File: src/rtl/vga_pkg.sv
// Register map shared with the VGA peripheral, and the fill-engine state encoding.
package vga_pkg;

   localparam logic [31:0] EN           = 32'h00;
   localparam logic [31:0] X_ADDR       = 32'h04;
   localparam logic [31:0] Y_ADDR       = 32'h08;
   localparam logic [31:0] DATA         = 32'h0c;
   localparam logic [31:0] PALETTE_ADDR = 32'h10;
   localparam logic [31:0] COLOR        = 32'h14;
   localparam logic [31:0] SCANLINE     = 32'h18;

   typedef enum logic [2:0] {
      IDLE,
      SET_X,
      SET_Y,
      FILL,
      DONE
   } TFillState_e;

endpackage

File: src/rtl/vga_rect_fill_if.sv
// Write channel of the Simple_Worker_Mem bus, seen from a master or a slave.
interface vga_rect_fill_if;
   logic [31:0] wr_addr;
   logic [31:0] wr_data;
   logic [3:0]  wr_byteEn;
   logic        wr_valid;
   logic        wr_ready;

   modport master (
      output wr_addr,
      output wr_data,
      output wr_byteEn,
      output wr_valid,
      input  wr_ready
   );

   modport slave (
      input  wr_addr,
      input  wr_data,
      input  wr_byteEn,
      input  wr_valid,
      output wr_ready
   );
endinterface

File: src/rtl/vga_bus_write_port.sv
// Single-transfer write requester: load latches one address/data pair, complete pulses on accept.
module vga_bus_write_port (
   input  logic             clock,
   input  logic             reset_n,
   input  logic             load,
   input  logic [31:0]      load_addr,
   input  logic [31:0]      load_data,
   output logic             req,
   output logic             complete,
   vga_rect_fill_if.master  bus
);

   logic [31:0] addr_q;
   logic [31:0] data_q;

   always_ff @(posedge clock or negedge reset_n) begin
      if (!reset_n) begin
         req    <= 1'b0;
         addr_q <= '0;
         data_q <= '0;
      end else if (complete) begin
         req <= 1'b0;
      end else if (load && !req) begin
         req    <= 1'b1;
         addr_q <= load_addr;
         data_q <= load_data;
      end
   end

   // The peripheral accepts over two cycles; dropping valid while ready is high avoids a repeat write.
   assign complete      = req & bus.wr_ready;
   assign bus.wr_valid  = req & ~bus.wr_ready;
   assign bus.wr_addr   = addr_q;
   assign bus.wr_data   = data_q;
   assign bus.wr_byteEn = req ? 4'hF : 4'h0;

endmodule

File: src/rtl/vga_rect_fill.sv
// Rectangle fill engine: turns one (x, y, w, h, color) command into VGA register writes.
//
//  state | meaning
//  IDLE  | waiting for a command, cmd_ready high
//  SET_X | write X_ADDR with the left column (empty commands leave from here)
//  SET_Y | write Y_ADDR with the current row
//  FILL  | write DATA once per pixel, peripheral auto-increments X
//  DONE  | one-cycle done pulse, aborted qualifies it
module vga_rect_fill
   import vga_pkg::*;
#(
   parameter logic [31:0] VGA_ADDR   = 32'h1000_0000,
   parameter int          MAX_W      = 640,
   parameter int          MAX_H      = 480,
   parameter int          COLOR_BITS = 24
) (
   input  logic                  clock,
   input  logic                  reset_n,
   input  logic                  cmd_valid,
   output logic                  cmd_ready,
   input  logic [10:0]           cmd_x,
   input  logic [9:0]            cmd_y,
   input  logic [10:0]           cmd_w,
   input  logic [9:0]            cmd_h,
   input  logic [COLOR_BITS-1:0] cmd_color,
   input  logic                  abort,
   vga_rect_fill_if.master       bus,
   output logic                  busy,
   output logic                  done,
   output logic                  aborted
);

   localparam logic [11:0] MAX_W12 = 12'(MAX_W);
   localparam logic [10:0] MAX_H11 = 11'(MAX_H);

   TFillState_e           state;
   logic [10:0]           x_q;
   logic [9:0]            y_q;
   logic [COLOR_BITS-1:0] color_q;
   logic [10:0]           we_q;
   logic [9:0]            he_q;
   logic [10:0]           col;
   logic [9:0]            row;
   logic                  abort_q;

   logic [11:0] room_w;
   logic [10:0] room_h;
   logic        over_w;
   logic        over_h;
   logic [10:0] we_c;
   logic [9:0]  he_c;

   logic        xfer;
   logic        stop;
   logic        empty;
   logic        halt;
   logic        load;
   logic        req;
   logic        complete;
   logic [31:0] load_addr;
   logic [31:0] load_data;

   // Clipping keeps col/row in range, so the peripheral's own X wrap is never hit.
   assign room_w = MAX_W12 - {1'b0, cmd_x};
   assign room_h = MAX_H11 - {1'b0, cmd_y};
   assign over_w = {1'b0, cmd_x} >= MAX_W12;
   assign over_h = {1'b0, cmd_y} >= MAX_H11;
   assign we_c   = over_w ? 11'd0 : (({1'b0, cmd_w} < room_w) ? cmd_w : room_w[10:0]);
   assign he_c   = over_h ? 10'd0 : (({1'b0, cmd_h} < room_h) ? cmd_h : room_h[9:0]);

   assign busy      = (state != IDLE);
   assign cmd_ready = (state == IDLE);

   assign xfer  = (state == SET_X) || (state == SET_Y) || (state == FILL);
   assign stop  = abort_q | abort;
   assign empty = (we_q == 11'd0) || (he_q == 10'd0);
   // An in-flight transfer always finishes before an abort is honoured.
   assign halt  = xfer & stop & (complete | ~req);
   assign load  = xfer & ~req & ~stop & ~empty;

   always_comb begin
      load_addr = VGA_ADDR + X_ADDR;
      load_data = 32'(x_q);
      case (state)
         SET_Y: begin
            load_addr = VGA_ADDR + Y_ADDR;
            load_data = 32'(y_q) + 32'(row);
         end
         FILL: begin
            load_addr = VGA_ADDR + DATA;
            load_data = 32'(color_q);
         end
         default: ;
      endcase
   end

   always_ff @(posedge clock or negedge reset_n) begin
      if (!reset_n) begin
         state   <= IDLE;
         x_q     <= '0;
         y_q     <= '0;
         color_q <= '0;
         we_q    <= '0;
         he_q    <= '0;
         col     <= '0;
         row     <= '0;
         abort_q <= 1'b0;
         done    <= 1'b0;
         aborted <= 1'b0;
      end else begin
         if (busy && abort) abort_q <= 1'b1;
         unique case (state)
            IDLE: begin
               abort_q <= 1'b0;
               done    <= 1'b0;
               aborted <= 1'b0;
               if (cmd_valid) begin
                  x_q     <= cmd_x;
                  y_q     <= cmd_y;
                  color_q <= cmd_color;
                  we_q    <= we_c;
                  he_q    <= he_c;
                  col     <= '0;
                  row     <= '0;
                  state   <= SET_X;
               end
            end
            SET_X, SET_Y, FILL: begin
               if (halt || empty) begin
                  state   <= DONE;
                  done    <= 1'b1;
                  aborted <= stop;
               end else if (complete) begin
                  case (state)
                     SET_X: state <= SET_Y;
                     SET_Y: state <= FILL;
                     FILL: begin
                        if (col == we_q - 11'd1) begin
                           col <= '0;
                           row <= row + 10'd1;
                           if (row == he_q - 10'd1) begin
                              state <= DONE;
                              done  <= 1'b1;
                           end else begin
                              state <= SET_X;
                           end
                        end else begin
                           col <= col + 11'd1;
                        end
                     end
                     default: ;
                  endcase
               end
            end
            DONE: begin
               done    <= 1'b0;
               aborted <= 1'b0;
               state   <= IDLE;
            end
            default: state <= IDLE;
         endcase
      end
   end

   vga_bus_write_port u_port (
      .clock     (clock),
      .reset_n   (reset_n),
      .load      (load),
      .load_addr (load_addr),
      .load_data (load_data),
      .req       (req),
      .complete  (complete),
      .bus       (bus)
   );

endmodule
File: src/flat_wrapper.sv
// flat-port wrapper written by rule: the top's interface ports become plain ports
module vga_rect_fill_flat import vga_pkg::*;
#(
   parameter logic [31:0] VGA_ADDR   = 32'h1000_0000,
   parameter int          MAX_W      = 640,
   parameter int          MAX_H      = 480,
   parameter int          COLOR_BITS = 24
)
  (clock, reset_n, cmd_valid, cmd_ready, cmd_x, cmd_y, cmd_w, cmd_h, cmd_color, abort, busy, done, aborted, bus_wr_addr, bus_wr_data, bus_wr_byteEn, bus_wr_valid, bus_wr_ready);
  vga_rect_fill_if bus_i ();
  input  logic clock;
  input  logic reset_n;
  input  logic cmd_valid;
  output logic cmd_ready;
  input  logic [10:0] cmd_x;
  input  logic [9:0] cmd_y;
  input  logic [10:0] cmd_w;
  input  logic [9:0] cmd_h;
  input  logic [COLOR_BITS-1:0] cmd_color;
  input  logic abort;
  output logic busy;
  output logic done;
  output logic aborted;
  output wire logic [$bits(bus_i.wr_addr)-1:0] bus_wr_addr;
  output wire logic [$bits(bus_i.wr_data)-1:0] bus_wr_data;
  output wire logic [$bits(bus_i.wr_byteEn)-1:0] bus_wr_byteEn;
  output wire logic [$bits(bus_i.wr_valid)-1:0] bus_wr_valid;
  input wire logic [$bits(bus_i.wr_ready)-1:0] bus_wr_ready;
  assign bus_wr_addr = bus_i.wr_addr;
  assign bus_wr_data = bus_i.wr_data;
  assign bus_wr_byteEn = bus_i.wr_byteEn;
  assign bus_wr_valid = bus_i.wr_valid;
  assign bus_i.wr_ready = bus_wr_ready;
  vga_rect_fill #(.VGA_ADDR(VGA_ADDR), .MAX_W(MAX_W), .MAX_H(MAX_H), .COLOR_BITS(COLOR_BITS)) u_core (.clock(clock), .reset_n(reset_n), .cmd_valid(cmd_valid), .cmd_ready(cmd_ready), .cmd_x(cmd_x), .cmd_y(cmd_y), .cmd_w(cmd_w), .cmd_h(cmd_h), .cmd_color(cmd_color), .abort(abort), .bus(bus_i), .busy(busy), .done(done), .aborted(aborted));
endmodule
File: config.mk
export PLATFORM = sky130hd
export DESIGN_NAME = vga_rect_fill_flat
export DESIGN_NICKNAME = d
export VERILOG_FILES = /design/src/rtl/vga_pkg.sv /design/src/rtl/vga_rect_fill_if.sv /design/src/rtl/vga_bus_write_port.sv /design/src/rtl/vga_rect_fill.sv /design/src/flat_wrapper.sv
export SDC_FILE = /design/constraint.sdc
export NUM_CORES = 1
export LEC_CHECK = 0
export ABC_AREA = 1
export BUFFER_PORTS_ARGS = -buffer_cell sky130_fd_sc_hd__buf_2
export CAP_MARGIN = 5
export CORE_MARGIN = 3
export CORE_UTILIZATION = 58
export CTS_CLUSTER_DIAMETER = 60
export CTS_CLUSTER_SIZE = 20
export DETAILED_ROUTE_END_ITERATION = 8
export PLACE_DENSITY = 0.79
export SLEW_MARGIN = 30
export SYNTH_ARGS = -nofsm -noshare
export SYNTH_HDL_FRONTEND = slang
export SYNTH_SLANG_ARGS = --single-unit
File: constraint.sdc
create_clock -name clock -period 3.1 [get_ports clock]
set_clock_uncertainty 0.15 [all_clocks]
set_input_delay 0.465 -clock clock [delete_from_list [all_inputs] [get_ports clock]]
set_output_delay 0.465 -clock clock [all_outputs]
set_load 0.02 [all_outputs]
# ---- Yosys cells after proc, flatten, opt, wreduce, memory -nomap -nowiden
# Cells that the tools add are included.
dict set report word_totals {
  register_bits 158
  inputBits 71
  output_inout_bits 73
  word_cells 119
}
dict set report op_classes {
  add_sub_neg 7
  magnitude_cmp 4
  eq_ne 18
  mux 38
  n_bitwise 14
  reduce_logical 24
}
# op count
set op_table {}
lappend op_table {{$mux 11} 7}
lappend op_table {{$mux 10} 7}
lappend op_table {{$pmux 32 s2} 1}
lappend op_table {{$pmux 11 s2} 1}
lappend op_table {{$pmux 10 s2} 1}
lappend op_table {{$mux 3} 5}
lappend op_table {{$lt 11x12->1} 1}
lappend op_table {{$ne 3x1->1 const B} 4}
lappend op_table {{$sub 10x11->12 const A} 1}
lappend op_table {{$add 10x10->11} 1}
lappend op_table {{$add 11x1->11 const B} 1}
lappend op_table {{$eq 11x11->1} 1}
lappend op_table {{$ge 11x10->1 const B} 1}
lappend op_table {{$logic_not 11->1} 1}
lappend op_table {{$lt 10x11->1} 1}
lappend op_table {{$sub 11x1->11 const B} 1}
lappend op_table {{$sub 9x10->11 const A} 1}
lappend op_table {{$add 10x1->10 const B} 1}
lappend op_table {{$eq 10x10->1} 1}
lappend op_table {{$ge 10x9->1 const B} 1}
lappend op_table {{$logic_not 10->1} 1}
lappend op_table {{$mux 1} 10}
lappend op_table {{$reduce_and 5->1} 2}
lappend op_table {{$sub 10x1->10 const B} 1}
lappend op_table {{26 further kinds} 52}

# ---- Logic depth before layout (Yosys ltp)
# Gate-level depths: netlist of run 1.
dict set report logic_depth {
  ltp_word 9
  mapped_depth 19
  mapped_depth_nobuf 19
}

# ---- Hierarchy
# Synthesis of run 1 repeated with hierarchy kept, for this count alone.
dict set report unflattened {
  hier_cells 1298
  area_unflattened_um2 9445.3
}
# mod n_inst cells_each area_per_inst_um2 seq_area_each_um2
set modules_own_cells {}
lappend modules_own_cells {vga_rect_fill 1 1010 6809.0 2327.2}
lappend modules_own_cells {vga_bus_write_port 1 288 2636.3 1626.6}

# ---- Worst setup path after synthesis of run 1
# No wires, ideal clock.
dict set report synth_timing {
  kind {input-to-reg}
  start {input port cmd_x[0]}
  end {register u_core.we_q[10]}
  setup_time_ns 0.118
  t_arrival_ns 2.481
  required_time_ns 2.832
  slack_ns 0.351
  cell_stages 16
  n_path_buf 1
  path_cell_list {inv_1 > ha_1 > nand3_1 > nor3_1 > nand2_1 > nand2_1 > a21oi_1 > xnor2_1 > ha_1 > nand3b_1 > nor2_1 > nor2_1 > clkbuf_1 > nand3_1 > nand3_1 > nand2_1}
}
dict set report synth_via {
  elab_chain_cells 4
  word_cells_on_any_way 5
  classes_between {add/sub: 1; order compare: 2; mux: 2}
}
# item line_no
set synth_lines {}
lappend synth_lines {{from (decl)} flat_wrapper.sv:15} ;# input logic [10:0] cmd_x;
lappend synth_lines {{$sub 10x11->12} vga_rect_fill.sv:64} ;# assign room_w = MAX_W12 - {1'b0, cmd_x};
lappend synth_lines {{$lt 11x12->1} vga_rect_fill.sv:68} ;# assign we_c = over_w ? 11'd0 : (({1'b0, cmd_w} < room_w) ? cmd_w : room_w[10:0]);
lappend synth_lines {{$mux 11} vga_rect_fill.sv:68}
lappend synth_lines {{$mux 11 *} vga_rect_fill.sv:68}
lappend synth_lines {{to (signal assigned)} vga_rect_fill.sv:121} ;# we_q <= we_c;
lappend synth_lines {{to (decl)} vga_rect_fill.sv:40} ;# logic [10:0] we_q;
# Every way passes the cells marked *; elsewhere a longest branch is shown, timed or not.
# A chain may end at the register's enable or synchronous reset.

# ---- Worst setup path after layout of run 1
dict set report layout_timing {
  start {input port cmd_x[0]}
  end {register u_core.we_q[1]}
}
# The elaborated chain is that of the path after synthesis.

==> results of run 1 <==
==> stage by stage <==
stage | hold WS [ns] | area, sq um | instances
global route | 0.09000 | 9358 | 1432
detailed placement | 0.2964 | 8766 | 1399
global placement | 0.2929 | 8766 | 1399
CTS | 0.07126 | 9358 | 1432
finish | 0.07288 | 9358 | 1432
floorplan | 0.01941 | 8329 | 1173
==> final cells by class <==
| type | count | area [sq um] |
|---|---|---|
| Tap cell | 176 | 220.2 |
| Clock inverter | 15 | 156.4 |
| Fill cell | 1123 | 4148 |
| Clock buffer | 17 | 425.4 |
| Timing Repair Buffer | 121 | 660.6 |
| Sequential cell | 121 | 3028 |
| Multi-Input combinational cell | 854 | 4382 |
| Inverter | 128 | 485.5 |
==> power groups by stage <==
| stage | registers, uW | logic [uW] | clock network (uW) |
|---|---|---|---|
| floorplan | 2650 | 2810 | 0 |
| global placement | 2630 | 3630 | 0 |
| detailed placement | 2650 | 3720 | 0 |
| CTS | 2630 | 3760 | 1970 |
| global route | 2710 | 4290 | 2050 |
| finish | 2640 | 3770 | 1960 |
==> logic make-up after synthesis <==
family | Yosys count | share of synthesized area (%)
AND/OR/NAND/NOR | 605 | 31.24
buffers and inverters | 198 | 11.25
AO/OA/AOI/OAI | 126 | 9.483
flip-flops | 121 | 36.95
XOR/XNOR | 48 | 5.131
adder cells (fa/ha/maj) | 38 | 5.894
other | 1 | 0.04576
==> worst min-delay path: stages <==
cell     delay [ns]
buf_2          0.07
nand2_1        0.04
nand2_1        0.04
==> sequential cells by signal (all words and copies together) (netlist names) <==
signal,count
u_core.row,10
u_core.u_port.bus.wr_data,24
u_core.y_q,10
u_core.he_q,10
u_core.x_q,11
u_core.u_port.req,1
u_core.we_q,11
u_core.state,3
u_core.done,1
u_core.col,11
u_core.aborted,1
u_core.u_port.bus.wr_addr,3
u_core.abort_q,1
u_core.color_q,24
==> placed cells by master, fill, tap and decap left out, types with 13 or more instances in the layout <==
cell type  count
buf_4         14
inv_1        119
o21ai_0       57
nand4_1       15
nor2_1        69
ha_1          37
clkbuf_16     17
nand3_1       99
xor2_1        35
nor3_1        21
xnor2_1       13
dfrtp_1      121
nand2_1      370
a21oi_1       24
buf_2        105
conb_1        37
==> per-layer routing <==
metal  up-vias  global-route usage [%]  routed length (microns)
met1      3535                   36.00                     9107
met2       309                   39.66                     9196
li1       3797                       -                        -
met4         0                   9.821                      575
met3        52                   6.990                     1536
met5         -                       0                        0
==> repair_timing <==
action                    in CTS  in global routing
setup buffers                  0                  0
gates resized for setup        0                  0
hold buffers                   1                  0
hold endpoints to repair      33                  0
==> final timing paths <==
check	from	to	slack [ns]	cells past startpoint
worst max-delay path	cmd_x[0]	u_core.we_q[1]	0.40	17
worst min-delay path	cmd_color[21]	u_core.color_q[21]	0.07	3
worst max register to register	u_core.we_q[0]	u_core.row[3]	0.47	13
worst min register to register	u_core.color_q[18]	u_core.color_q[18]	0.33	2
max in group asynchronous	reset_n	u_core.y_q[9]	1.62	3
min in group asynchronous	reset_n	u_core.aborted	0.39	2
==> summary.md, run 1 <==
| Metric | Value |
|---|---|
| Status | finished clean |
| Max-cap viol count | 0 |
| Final Max Slew Viols | 0 |
| Total CTS buffers | 17 |
| CP Class | in2reg |
| Routability cong. | between 0.9 and 1 |
| Synth area leaders | dfrtp_1 37%, nand2_1 17%, nand3_1 6.0%, ha_1 5.6%, inv_1 5.5% |
| CTS clk-pin slew, worst paths | ~0.060 ns |
| RSZ-0062 raised after global routing | false |
| Layout Nets | 1352 |
| Max-slew headroom | 52.89% |
| Arrival time at the worst endpoint | approximately 2.9 ns |
| Routed wire length | 20420 microns |
| Pre-antenna DRT Iters | 7 |
| # diodes | 0 |
| P_leak | 0.005020 uW |
| Crit share post-route | 87.25% |
| Final Hold Viols | 0 |
| Synth Flop Type | dfrtp_1 |
| Largest net degree at the start of global routing | 57 |
| Clk network pwr share | 23.4% |
| Actual slew at the worst max-slew pin | ~0.70 ns |
| Top cells by count, synth | 371 x nand2_1, 121 x dfrtp_1, 119 x inv_1, 99 x nand3_1, 69 x nor2_1 |
| Crit. End Element | flip-flop |
| Die ar. | around 16000 sq um |
| Worst-Skew Late Latency | about 0.43 ns |
| Clock root cell | clkbuf_16 |
| Sw power | around 3800 uW |
| Maximum root-to-sink buffer count | 2 |
| Critical path, cell by cell | buf_2 > inv_1 > ha_1 > nand3_1 > nor3_1 > nand2_1 > nand2_1 > a21oi_1 > xnor2_1 > ha_1 > nand3b_1 > nor2_1 > nor2_1 > nand2_1 > nand2_1 > nand3_1 > nand2_1 |
| Ports | 144 |
| Fmax | 0.3697 GHz |
| HPWL Detailed | 15140 microns |
| Clock sinks | 121 |
| Startpoint types | input pin |
| Setup TNS | 0 ns |
| Vias | just under 8000 |
| Syn_area_per_cell | 7.207 sq um |
| Vias in the first global route | between 7000 and 8000 |
| Period minus WS final | between 2 and 3 ns |
| ANT nets after route | 0 |
| CTS tree | yes |
| Port Buffers | 106 |
| Top delay family on crit path | simple AND/OR/NAND/NOR gates |
| Initial antenna violation count | 0 |
| Setup ws final | just under 0.4 ns |
| Yosys top cell area share | between 30% and 40% |
| First-pass GRT wire length | 33620 microns |
| Die height | 124.9 microns |
| Final setup viols | 0 |
| DR iter-0 viols | 719 |
| Overall power | 8372 uW |
| Finished Core Util | 69.29% |
| Ys Warns | 0 |
| Initial Util | 60.67% |
| Crit-path max FO | 11 |
| Pre-CTS worst setup slack | -0.01852 ns |
| Data required time of the worst path | 3.31 ns |
| Biggest area consumer among synthesized cells | dfrtp_1 |
| Sequential share of the synthesized area | 36.95% |
| Switching share of power | 45.45% |
| Share of cells above drive strength 1 | approximately 15% |
| Row Count | 42 |
| Post-synth EDFFs | 0 |
| Post-Syn Area | just over 8000 sq um |
| Die Wd | 124.9 microns |
| Crit path buffers/inverters | 2 |
| Largest stage delay, worst path | about 0.29 ns |
| Wire length per cell | 14.26 microns |
| All-Layer GR Usage | 26.13% |
| Internal power | 4567 uW |
| Ys async rst share | 100.0% |
| CTS H-Tree Depth | 4 |
| Layout area overhead | 14.20% |
| Core area | approximately 14000 sq um |
| Library cells used by synthesis | 49 |
| Synthesized instance count | 1137 |
| Seq pwr share | 31.6% |
| DRC errors left | 0 |
| Slowest stage cell, crit path | ha_1 |
| Combinational power share | 45.0% |
| Pwr Density | 894.7 nW/um^2 |
| Most frequent cell after synthesis | nand2_1 |
| Maximum vdd drop | 0.6085 mV |
| Grt ovf | 0 |
| Worst hold path type | in2reg |
| Most used cell, CP | nand2_1 |
| FF+latch count, synth | 121 |
| Avg Vias per Cell | 5.372 |
(Power assumes the default switching activity.)
==> run 2: changes to the inputs <==
--- a/config.mk
+++ b/config.mk
@@ -9,11 +9,11 @@
 export BUFFER_PORTS_ARGS = -buffer_cell sky130_fd_sc_hd__buf_2
 export CAP_MARGIN = 5
 export CORE_MARGIN = 3
-export CORE_UTILIZATION = 58
+export CORE_UTILIZATION = 57
 export CTS_CLUSTER_DIAMETER = 60
 export CTS_CLUSTER_SIZE = 20
 export DETAILED_ROUTE_END_ITERATION = 8
-export PLACE_DENSITY = 0.79
+export PLACE_DENSITY = 0.78
 export SLEW_MARGIN = 30
 export SYNTH_ARGS = -nofsm -noshare
 export SYNTH_HDL_FRONTEND = slang
==> constraint.sdc (replaced) <==
create_clock -name clock -period 2.95 [get_ports clock]
set_clock_uncertainty 0.15 [all_clocks]
set_input_delay 0.4425 -clock clock [delete_from_list [all_inputs] [get_ports clock]]
set_output_delay 0.4425 -clock clock [all_outputs]
set_load 0.02 [all_outputs]
==> summary.md, run 2 (synthesis results as in run 1) <==
| Metric | Value |
|---|---|
| Status | finished clean |
| All-Layer GR Usage | 26.41% (+0.28 points) |
| Internal power | 4735 uW (+3.7%) |
| Max-slew headroom | 51.75% (-1.1 points) |
| DRC errors left | 0 (unchanged) |
| Maximum vdd drop | 0.6044 mV (-0.66%) |
| Switching share of power | 46.10% (+0.65 points) |
| Layout Nets | 1360 (+0.59%) |
| Avg Vias per Cell | 5.319 (-1.0%) |
| Sw power | 4050 uW (+6.4%) |
| First-pass GRT wire length | 34270 microns (+1.9%) |
| Startpoint types | input pin |
| Wire length per cell | 14.27 microns (about the same) |
| Post-Place Cells | 1411 (+0.86%) |
| Clock root cell | clkbuf_16 |
| Vias | 7680 (-0.17%) |
| Final Hold Viols | 0 (unchanged) |
| Worst-Skew Late Latency | 0.43 ns (about the same) |
| Routed wire length | 20600 microns (+0.90%) |
| Initial antenna violation count | 0 (unchanged) |
| Final Max Slew Viols | 0 (unchanged) |
| CTS H-Tree Depth | 4 (unchanged) |
| Core area | 13990 sq um (+3.6%) |
| Most common cell after layout, fill and taps aside | nand2_1 |
| Pre-CTS worst setup slack | -0.03169 ns (-0.01317 ns) |
| HPWL Detailed | 15360 microns (+1.4%) |
| Die height | 125.9 microns (+0.83%) |
| FF-to-FF setup slack | 0.35 ns (-0.12 ns) |
| Clock sinks | 121 (unchanged) |
| Max-cap viol count | 0 (unchanged) |
| Ports | 144 (unchanged) |
| P_leak | 0.005059 uW (+0.76%) |
| Crit share post-route | 88.41% |
| Most frequent cells in the layout | 370 x nand2_1, 121 x dfrtp_1, 119 x inv_1 |
| Vias in the first global route | 7085 (-0.41%) |
| Pre-antenna DRT Iters | 5 (-2) |
| Worst hold path type | in2reg |
| Arrival time at the worst endpoint | 2.83 ns (-0.08 ns) |
| Seq pwr share | 31.4% (-0.2 points) |
| # diodes | 0 (unchanged) |
| Pwr Density | 932.9 nW/um^2 (+4.3%) |
| Die Wd | 125.9 microns (+0.83%) |
| DR iter-0 viols | 649 (-9.7%) |
| Initial Util | 58.58% (-2.1 points) |
| Routability cong. | 0.9036 (-1.9%) |
| Maximum root-to-sink buffer count | 2 (unchanged) |
| Port Buffers | 106 (unchanged) |
| Total CTS buffers | 17 (unchanged) |
| CTS tree | yes |
| Largest net degree at the start of global routing | 71 (+25%) |
| Row Count | 43 (+2.4%) |
| Final setup viols | 0 (unchanged) |
| Fmax | 0.3834 GHz |
| Actual slew at the worst max-slew pin | 0.7211 ns (+0.01701 ns) |
| Layout area overhead | 14.93% |
| Period minus WS final | 2.608 ns |
| RSZ-0062 raised after global routing | false |
| Crit. End Element | flip-flop |
| Combinational power share | 45.6% (+0.6 points) |
| Data required time of the worst path | 3.17 ns (-0.14 ns) |
| Die ar. | 15850 sq um (+1.7%) |
| CTS clk-pin slew, worst paths | 0.07 ns (about the same) |
| Setup ws final | 0.3420 ns (-0.05335 ns) |
| Clk network pwr share | 22.9% (-0.5 points) |
| Layout Cells excl Fill | 1444 (+0.84%) |
| CP Class | in2reg |
| Crit-path max FO | 11 (unchanged) |
| Share of cells above drive strength 1 | 15.90% (+0.54 points) |
| ANT nets after route | 0 (unchanged) |
| Grt ovf | 0 (unchanged) |
## run 2: changes by cell type in the layout (fill, tap and decap cells not counted), sizes merged
cell / previous run / this run
buf: 120 / 128
bufinv: 1 / 0
clkinv: 5 / 6
clkinvlp: 3 / 2
inv: 134 / 135
## run 2: path summary, 6_finish.rpt
path	startpoint	endpoint	cells after the start
worst max-delay path	cmd_x[0]	u_core.we_q[8]	17
min in group asynchronous	reset_n	u_core.he_q[4]	2
worst min-delay path	cmd_color[16]	u_core.color_q[16]	3
worst max register to register	u_core.we_q[0]	u_core.col[2]	12
worst min register to register	u_core.u_port.bus.wr_addr[28]	u_core.u_port.bus.wr_addr[28]	1
max in group asynchronous	reset_n	u_core.y_q[8]	3
## run 2: routing by layer
metal	share of wire, %	GRT usage, %	routed length [microns]	vias to the layer above
met5	0	0	0	-
met2	46	41.13	9432	296
met4	1.6	7.192	332	0
met1	44	37.12	9140	3538
met3	8.2	6.404	1694	43
li1	-	-	-	3803
## run 2: final cells by class
cell class                 count  area (sq um)
tap                          180         225.2
clock buffer                  17         425.4
multi-input combinational    854          4382
inverter                     128         485.5
fill                        1227          4571
sequential                   121          3028
timing repair buffer         129         720.7
clock inverter                15         151.4
## run 2: power groups by stage
stage | combinational, uW | sequential [uW] | clock (uW)
2_1_floorplan | 2950 | 2790 | 0
3_3_place_gp | 3850 | 2750 | 0
3_5_place_dp | 3950 | 2760 | 0
4_1_cts | 3990 | 2750 | 2040
5_1_grt | 4570 | 2830 | 2120
6_report | 4010 | 2760 | 2020
## run 2: repair_timing
action,CTS,global route
hold endpoints to repair,36,0
gates resized for setup,0,0
buffers inserted,0,0
hold buffers,1,0
## run 2: worst max-delay path, cell delays in order
cell and delay, ns:
buf_2 0.11, inv_1 0.07, ha_1 0.19, nand3_1 0.12
nor3_1 0.20, nand2_1 0.08, nand2_1 0.11, a21oi_1 0.09
xnor2_1 0.22, ha_1 0.28, nand3b_1 0.11, nor2_1 0.05
nor2_1 0.17, nand2_1 0.27, nand2_1 0.16, nand3_1 0.08
nand2_1 0.08
## run 2: stage by stage
stage	util [%]	hold slack [ns]	power [uW]	TNS (ns)	area [sq um]
finish	67.33	0.04822	8785	0	9418
global route	67.33	0.05209	9517	0	9418
CTS	67.33	0.03480	8782	0	9418
detailed placement	63.13	0.3038	6709	-0.2034	8831
global placement	63.13	0.2985	6604	0	8831
floorplan	-	-0.003091	5738	0	8329
